`config.mk`:
```
export PLATFORM = sky130hd
export DESIGN_NAME = mfu_accumulator
export DESIGN_NICKNAME = d
export VERILOG_FILES = /design/src/rtl/mfu_pkg.sv /design/src/rtl/mfu_lane_reduce.sv /design/src/rtl/mfu_accumulator.sv
export SDC_FILE = /design/constraint.sdc
export NUM_CORES = 1
export LEC_CHECK = 0
export BUFFER_PORTS_ARGS = -buffer_cell sky130_fd_sc_hd__buf_4
export CAP_MARGIN = 20
export CORE_MARGIN = 2
export CORE_UTILIZATION = 55
export DETAILED_ROUTE_END_ITERATION = 12
export GPL_TIMING_DRIVEN = 0
export PLACE_DENSITY = 0.8
export SLEW_MARGIN = 10
export SYNTH_ARGS = -nofsm -noshare
export SYNTH_HDL_FRONTEND = slang
export SYNTH_HIERARCHICAL = 1
export SYNTH_SLANG_ARGS = --single-unit
```
`constraint.sdc`:
```
create_clock -name clk -period 6.85 [get_ports clk]
set_input_delay 1.0275 -clock clk [delete_from_list [all_inputs] [get_ports clk]]
set_output_delay 1.0275 -clock clk [all_outputs]
set_load 0.1 [all_outputs]
```
`src/rtl/mfu_pkg.sv`:
```
// Shared definitions for the multi-function unit and its consumers.
package mfu_pkg;

    localparam int unsigned MFU_LANES  = 4;
    localparam int unsigned MFU_LANE_W = 16;
    localparam int unsigned MFU_PSUM_W = MFU_LANE_W + 1;
    localparam int unsigned MFU_MODE_W = 3;
    localparam int unsigned MFU_PROD_W = MFU_LANES * MFU_LANE_W;

    localparam logic [MFU_MODE_W-1:0] MFU_MODE_2X2 = 3'b000;
    localparam logic [MFU_MODE_W-1:0] MFU_MODE_4X4 = 3'b001;
    localparam logic [MFU_MODE_W-1:0] MFU_MODE_8X8 = 3'b010;

    // Sticky status carried alongside an accumulated tile result.
    typedef struct packed {
        logic bad_mode;
        logic overflow;
    } acc_flags_t;

endpackage

```
`src/rtl/mfu_lane_reduce.sv`:
```
// Reduces one 16-bit product slice to a single lane partial sum for the given mode.
module mfu_lane_reduce
    import mfu_pkg::*;
(
    input  logic [MFU_LANE_W-1:0] slice,
    input  logic [MFU_MODE_W-1:0] mode,
    output logic [MFU_PSUM_W-1:0] psum,
    output logic                  bad_mode
);

    // Field sum selected by precision mode; reserved modes contribute nothing.
    always_comb begin
        psum     = '0;
        bad_mode = 1'b0;
        case (mode)
            MFU_MODE_2X2: psum = MFU_PSUM_W'(slice[3:0])  + MFU_PSUM_W'(slice[7:4])
                               + MFU_PSUM_W'(slice[11:8]) + MFU_PSUM_W'(slice[15:12]);
            MFU_MODE_4X4: psum = MFU_PSUM_W'(slice[7:0]) + MFU_PSUM_W'(slice[15:8]);
            MFU_MODE_8X8: psum = MFU_PSUM_W'(slice);
            default:      bad_mode = 1'b1;
        endcase
    end

endmodule

```
`src/rtl/mfu_accumulator.sv`:
```
// Accumulates mfu product beats into four saturating lane sums per tile and
// presents each finished tile through a valid/ready result register.
module mfu_accumulator
    import mfu_pkg::*;
#(
    parameter int unsigned ACC_W = 32,
    parameter int unsigned CNT_W = 16
) (
    input  logic                       clk,
    input  logic                       rst_n,
    input  logic                       in_valid,
    output logic                       in_ready,
    input  logic [MFU_PROD_W-1:0]      in_prod,
    input  logic [MFU_MODE_W-1:0]      in_mode,
    input  logic                       in_last,
    output logic                       out_valid,
    input  logic                       out_ready,
    output logic [MFU_LANES*ACC_W-1:0] out_acc,
    output logic [CNT_W-1:0]           out_beats,
    output logic [1:0]                 out_flags
);

    // One guard bit above whichever is wider: accumulator or partial sum.
    localparam int unsigned SUM_W = ((ACC_W > MFU_PSUM_W) ? ACC_W : MFU_PSUM_W) + 1;

    typedef enum logic [0:0] {
        ACC_IDLE  = 1'b0,
        ACC_ACCUM = 1'b1
    } acc_state_e;

    acc_state_e                        state_q, state_d;
    logic [MFU_MODE_W-1:0]             mode_q, mode_d, eff_mode;
    logic [MFU_LANES-1:0][ACC_W-1:0]   acc_q, acc_d, acc_base, acc_sum;
    logic [MFU_LANES-1:0][SUM_W-1:0]   wide_sum;
    logic [MFU_LANES-1:0][MFU_PSUM_W-1:0] psum;
    logic [MFU_LANES-1:0]              lane_bad, lane_sat;
    logic [CNT_W-1:0]                  cnt_q, cnt_d, cnt_base, cnt_sum;
    acc_flags_t                        flags_q, flags_d, flags_base, flags_sum;

    logic                              out_valid_q, out_valid_d;
    logic [MFU_LANES-1:0][ACC_W-1:0]   out_acc_q, out_acc_d;
    logic [CNT_W-1:0]                  out_beats_q, out_beats_d;
    acc_flags_t                        out_flags_q, out_flags_d;

    logic                              fire;

    assign in_ready  = !out_valid_q || out_ready;
    assign fire      = in_valid && in_ready;
    assign out_valid = out_valid_q;
    assign out_acc   = out_acc_q;
    assign out_beats = out_beats_q;
    assign out_flags = out_flags_q;

    // A fresh tile uses the offered mode; an open tile keeps the latched one.
    assign eff_mode = (state_q == ACC_IDLE) ? in_mode : mode_q;

    for (genvar g = 0; g < MFU_LANES; g++) begin : g_lane
        mfu_lane_reduce u_reduce (
            .slice    (in_prod[MFU_LANE_W*g +: MFU_LANE_W]),
            .mode     (eff_mode),
            .psum     (psum[g]),
            .bad_mode (lane_bad[g])
        );
    end

    // Running totals including the current beat, starting from zero on a fresh tile.
    always_comb begin
        acc_base   = (state_q == ACC_IDLE) ? '0 : acc_q;
        cnt_base   = (state_q == ACC_IDLE) ? '0 : cnt_q;
        flags_base = (state_q == ACC_IDLE) ? '0 : flags_q;
        wide_sum   = '0;
        lane_sat   = '0;
        acc_sum    = '0;
        for (int unsigned j = 0; j < MFU_LANES; j++) begin
            wide_sum[j] = SUM_W'(acc_base[j]) + SUM_W'(psum[j]);
            lane_sat[j] = |wide_sum[j][SUM_W-1:ACC_W];
            acc_sum[j]  = lane_sat[j] ? '1 : wide_sum[j][ACC_W-1:0];
        end
        cnt_sum            = (&cnt_base) ? cnt_base : cnt_base + CNT_W'(1);
        flags_sum.overflow = flags_base.overflow | (|lane_sat);
        flags_sum.bad_mode = flags_base.bad_mode | (|lane_bad);
    end

    // Next-state: open/extend a tile on each handshake, emit and clear on the last beat.
    always_comb begin
        state_d     = state_q;
        mode_d      = mode_q;
        acc_d       = acc_q;
        cnt_d       = cnt_q;
        flags_d     = flags_q;
        out_valid_d = out_valid_q && !out_ready;
        out_acc_d   = out_acc_q;
        out_beats_d = out_beats_q;
        out_flags_d = out_flags_q;
        if (fire) begin
            if (in_last) begin
                state_d     = ACC_IDLE;
                acc_d       = '0;
                cnt_d       = '0;
                flags_d     = '0;
                out_valid_d = 1'b1;
                out_acc_d   = acc_sum;
                out_beats_d = cnt_sum;
                out_flags_d = flags_sum;
            end else begin
                state_d = ACC_ACCUM;
                mode_d  = eff_mode;
                acc_d   = acc_sum;
                cnt_d   = cnt_sum;
                flags_d = flags_sum;
            end
        end
    end

    // State and result registers.
    always_ff @(posedge clk or negedge rst_n) begin
        if (!rst_n) begin
            state_q     <= ACC_IDLE;
            mode_q      <= '0;
            acc_q       <= '0;
            cnt_q       <= '0;
            flags_q     <= '0;
            out_valid_q <= 1'b0;
            out_acc_q   <= '0;
            out_beats_q <= '0;
            out_flags_q <= '0;
        end else begin
            state_q     <= state_d;
            mode_q      <= mode_d;
            acc_q       <= acc_d;
            cnt_q       <= cnt_d;
            flags_q     <= flags_d;
            out_valid_q <= out_valid_d;
            out_acc_q   <= out_acc_d;
            out_beats_q <= out_beats_d;
            out_flags_q <= out_flags_d;
        end
    end

endmodule

```
==> summary.txt <==
Status
  – Status: finished, final reports clean

Worst setup path
  – Worst-path cell chain: buf_2 > clkbuf_1 > buf_2 > mux2_4 > buf_2 > mux2i_1 > nor2_1 > a21oi_1 > nor2_1 > ha_1 > fa_1 > a21o_2 > a21oi_2 > o21a_1 > a2bb2oi_2 > o21ai_2 > buf_6 > and3_1 > clkbuf_1 > clkbuf_1 > o31ai_1 > nand2_1
  – Worst r2r path cells: 22
  – Launch point of the worst path: state_q
  – Buf/Inv on CP: 7
  – Critical path depth: 22
  – Top delay family on crit path: buffers and inverters
  – Worst Setup Start Kind: flip-flop
  – Reg2Reg Setup Slack: 0.21 ns
  – Type of the worst setup path: flip-flop to flip-flop
  – Critical Path AT: 7.08 ns
  – Crit path max fanout: 25
  – Max incr delay on CP: 0.60 ns
  – FF-to-FF Start: state_q
  – CP Capture Type: flip-flop
  – Reg2reg end: out_acc[113]
  – CP required: 7.28 ns
  – Capture point of the worst path: out_acc[113]
  – Crit-path slowest cell: o31ai_1

Placed design
  – RD Place Congestion: just under 1
  – Number of placed instances, taps included: 3257
  – Port Buffers: 219
  – DP HPWL: roughly 54 mm

Final layout
  – Non-Filler Instances: around 3300
  – Share of layout cells above drive strength 1: 13.1%
  – Final Core Density: about 65%
  – Final net count: 3009
  – Area delta synth->final: 16.7%
  – Most common cell after layout, fill and taps aside: dfrtp_1
  – N_diodes: 0
  – Commonest cells after routing, fill and taps aside: dfrtp_1, nand2_1, nor2_1

Pwr
  – Worst VDD drop: 0.000320 V
  – Total Power: 7.97 mW
  – PD cells: 321 nW/um2
  – Leakage: around 12 nW

Synth
  – Syn avg cell area: 8.46 um2
  – Async set or reset register ratio after synthesis: 100%
  – Library cells used by synthesis: 91
  – Main synth FF type: dfrtp_1
  – Number of synthesized flops with an enable pin: 0
  – Post-Syn Nets: between 2000 and 3000
  – Synthesized area: roughly 21000 um2
  – Yosys reg bits: 297
  – Seq/Total Area, Yosys: 34.9%
  – Mapped Cells: 2517
  – Yosys warning count: 6

Drt
  – DR vias: 20713
  – Final wirelength: 73.2 mm
  – Post-DRT Antenna Nets: 0
  – Vias per cell: 6.24
  – DR iter-0 viols: 2306
  – First drt pass iteration count: 6
  – Remaining DRCs: 0
  – Routed wire length per instance: 22.1 um

STA
  – RSZ-0062 raised after global routing: false
  – Clock skew: approximately 0.027 ns
  – Slew @ Worst Pin: 1.17 ns
  – Fin crit period: 6.64 ns
  – Max-slew headroom: 21.8%
  – Slew Limit Fails: 0
  – Final Hold Viols: 0
  – TNS Setup: 0 ns
  – Final setup fails: 0
  – FMAX: 151 MHz
  – Period utilization: between 90% and 100%

Clocking
  – H-tree Lvls: 2
  – Clk sinks: 297
  – Worst skew pair latency: 0.57 ns
  – Clock transition at path regs: 0.06 ns
  – Hold-fix buffers, CTS: 0
  – TritonCTS clock tree: yes
  – Clk root buf: clkbuf_16
  – Worst-case clock buffer depth: 3
  – Cts bufs inserted: 35
  – Setup repair bufs after CTS: 0

Floorplanning
  – Die Y: 201 um
  – Core box area: 38500 um2
  – Std cell rows: 72
  – Die width: 201 um
  – Die area: 40300 um2
  – Starting Density: 55.4%
  – # IOs: 220

Global route
  – Busiest grt layer: met2
  – Initial antenna violation count: 1
  – GRT met2 Usage: about 58%
  – GRT overflow: 0
  – Met1 GRT Util: 47.3%
  – Largest net degree at the start of global routing: 112
  – First-pass GRT wire length: 113 mm
  – GR Util All Layers: a little over a third
  – GRT met3 Usage: ~6.5%
  – Vias in the first global route: 19965

Run
  – Max Cap Viol: 0

Hold path
  – Min-Delay Path Class: primary input to async pin
metal layers:
layer  wire length (um)  part of all wire [%]
met5                  0                     0
met4               3720                   5.1
met3               6670                   9.1
met2              33500                    46
met1              29400                    40
cell usage after synthesis, types with 7 or more instances:
cell type  instances  share of area [%]
nor3b_1            9               0.32
nand4_1           17               0.50
o41ai_1           10               0.41
o31ai_1           14               0.49
buf_2             24               0.56
buf_4              7               0.25
inv_1             96                1.7
mux2i_1           17               0.80
o21ai_0          169                4.0
nor3_1            34               0.80
fa_1              40                3.8
o311ai_0           8               0.33
a211oi_1          24               0.85
or3_1             11               0.32
buf_1              7               0.12
a21o_1            84                3.0
nand2_1          281                5.0
ha_1             121                7.1
nor2b_1           30               0.88
o22a_1            20               0.82
a21oi_1          210                4.9
o211ai_1          17               0.60
nand3_1           55                1.3
nor2_1           245                4.3
nand2b_1          12               0.35
o21ai_1           17               0.40
clkbuf_1         102                1.8
xor2_1            56                2.3
o21a_1            16               0.56
and3_1            64                1.9
a31oi_1           89                2.6
o21bai_1          13               0.46
dfrtp_1          297                 35
and2_1            81                2.4
xnor2_1           67                2.8
cell type report:
type / count / area, um2
buffer: 145 / 647
clock buffer: 42 / 932
clock inverter: 21 / 220
fill: 3328 / 13600
inverter: 96 / 360
multi-input combinational: 1978 / 12900
sequential: 297 / 7430
tap: 518 / 648
timing repair buffer: 223 / 1750
report_power, final:
group	internal, mW	total [mW]	switching, mW
clock	1.10	1.92	0.823
combinational	1.03	3.81	2.78
sequential	2.05	2.25	0.194
stage by stage:
stage | setup slack [ns] | area, um2 | hold WS, ns
floorplan | 1.38 | 21300 | 0.431
global placement | -0.622 | 23600 | 0.447
detailed placement | -0.576 | 23700 | 0.450
CTS | 0.473 | 24800 | 0.227
global route | 0.134 | 24800 | 0.229
finish | 0.207 | 24800 | 0.230
kinds of logic (layout without fill, tap and decap cells):
logic type,count (synthesis),count (layout),synth area share [%]
xor+xnor,123,123,5.06
other cells,4,4,0.0705
fa+ha+maj,161,161,10.9
mux,25,25,1.24
simple gates,888,888,20.0
compound gates,777,777,23.1
flops,297,297,34.9
buf+inv,242,527,4.74
registers in the layout (all words and copies together), names as in the netlist:
register   flops
cnt_q         16
state_q        1
flags_q        2
out_valid      1
acc_q        128
out_flags      2
mode_q         3
out_beats     16
out_acc      128
worst min-delay path by stage:
stage | start | to | slack [ns] | depth (start not counted)
final | rst_n | out_beats[7] | 0.23 | 1
after global routing | rst_n | out_beats[8] | 0.23 | 1
after CTS | rst_n | out_beats[7] | 0.23 | 1
after detailed placement | acc_q[14] | acc_q[14] | 0.45 | 2
after global placement | acc_q[14] | acc_q[14] | 0.45 | 2
after floorplan | acc_q[14] | acc_q[14] | 0.43 | 2
timing repair:
| item | in CTS | in global routing |
|---|---|---|
| gates resized for setup | 2 | 0 |
| hold endpoints to repair | 0 | 0 |
| endpoints found under the setup margin | 249 | 0 |
Power figures use the tool's default switching activity.
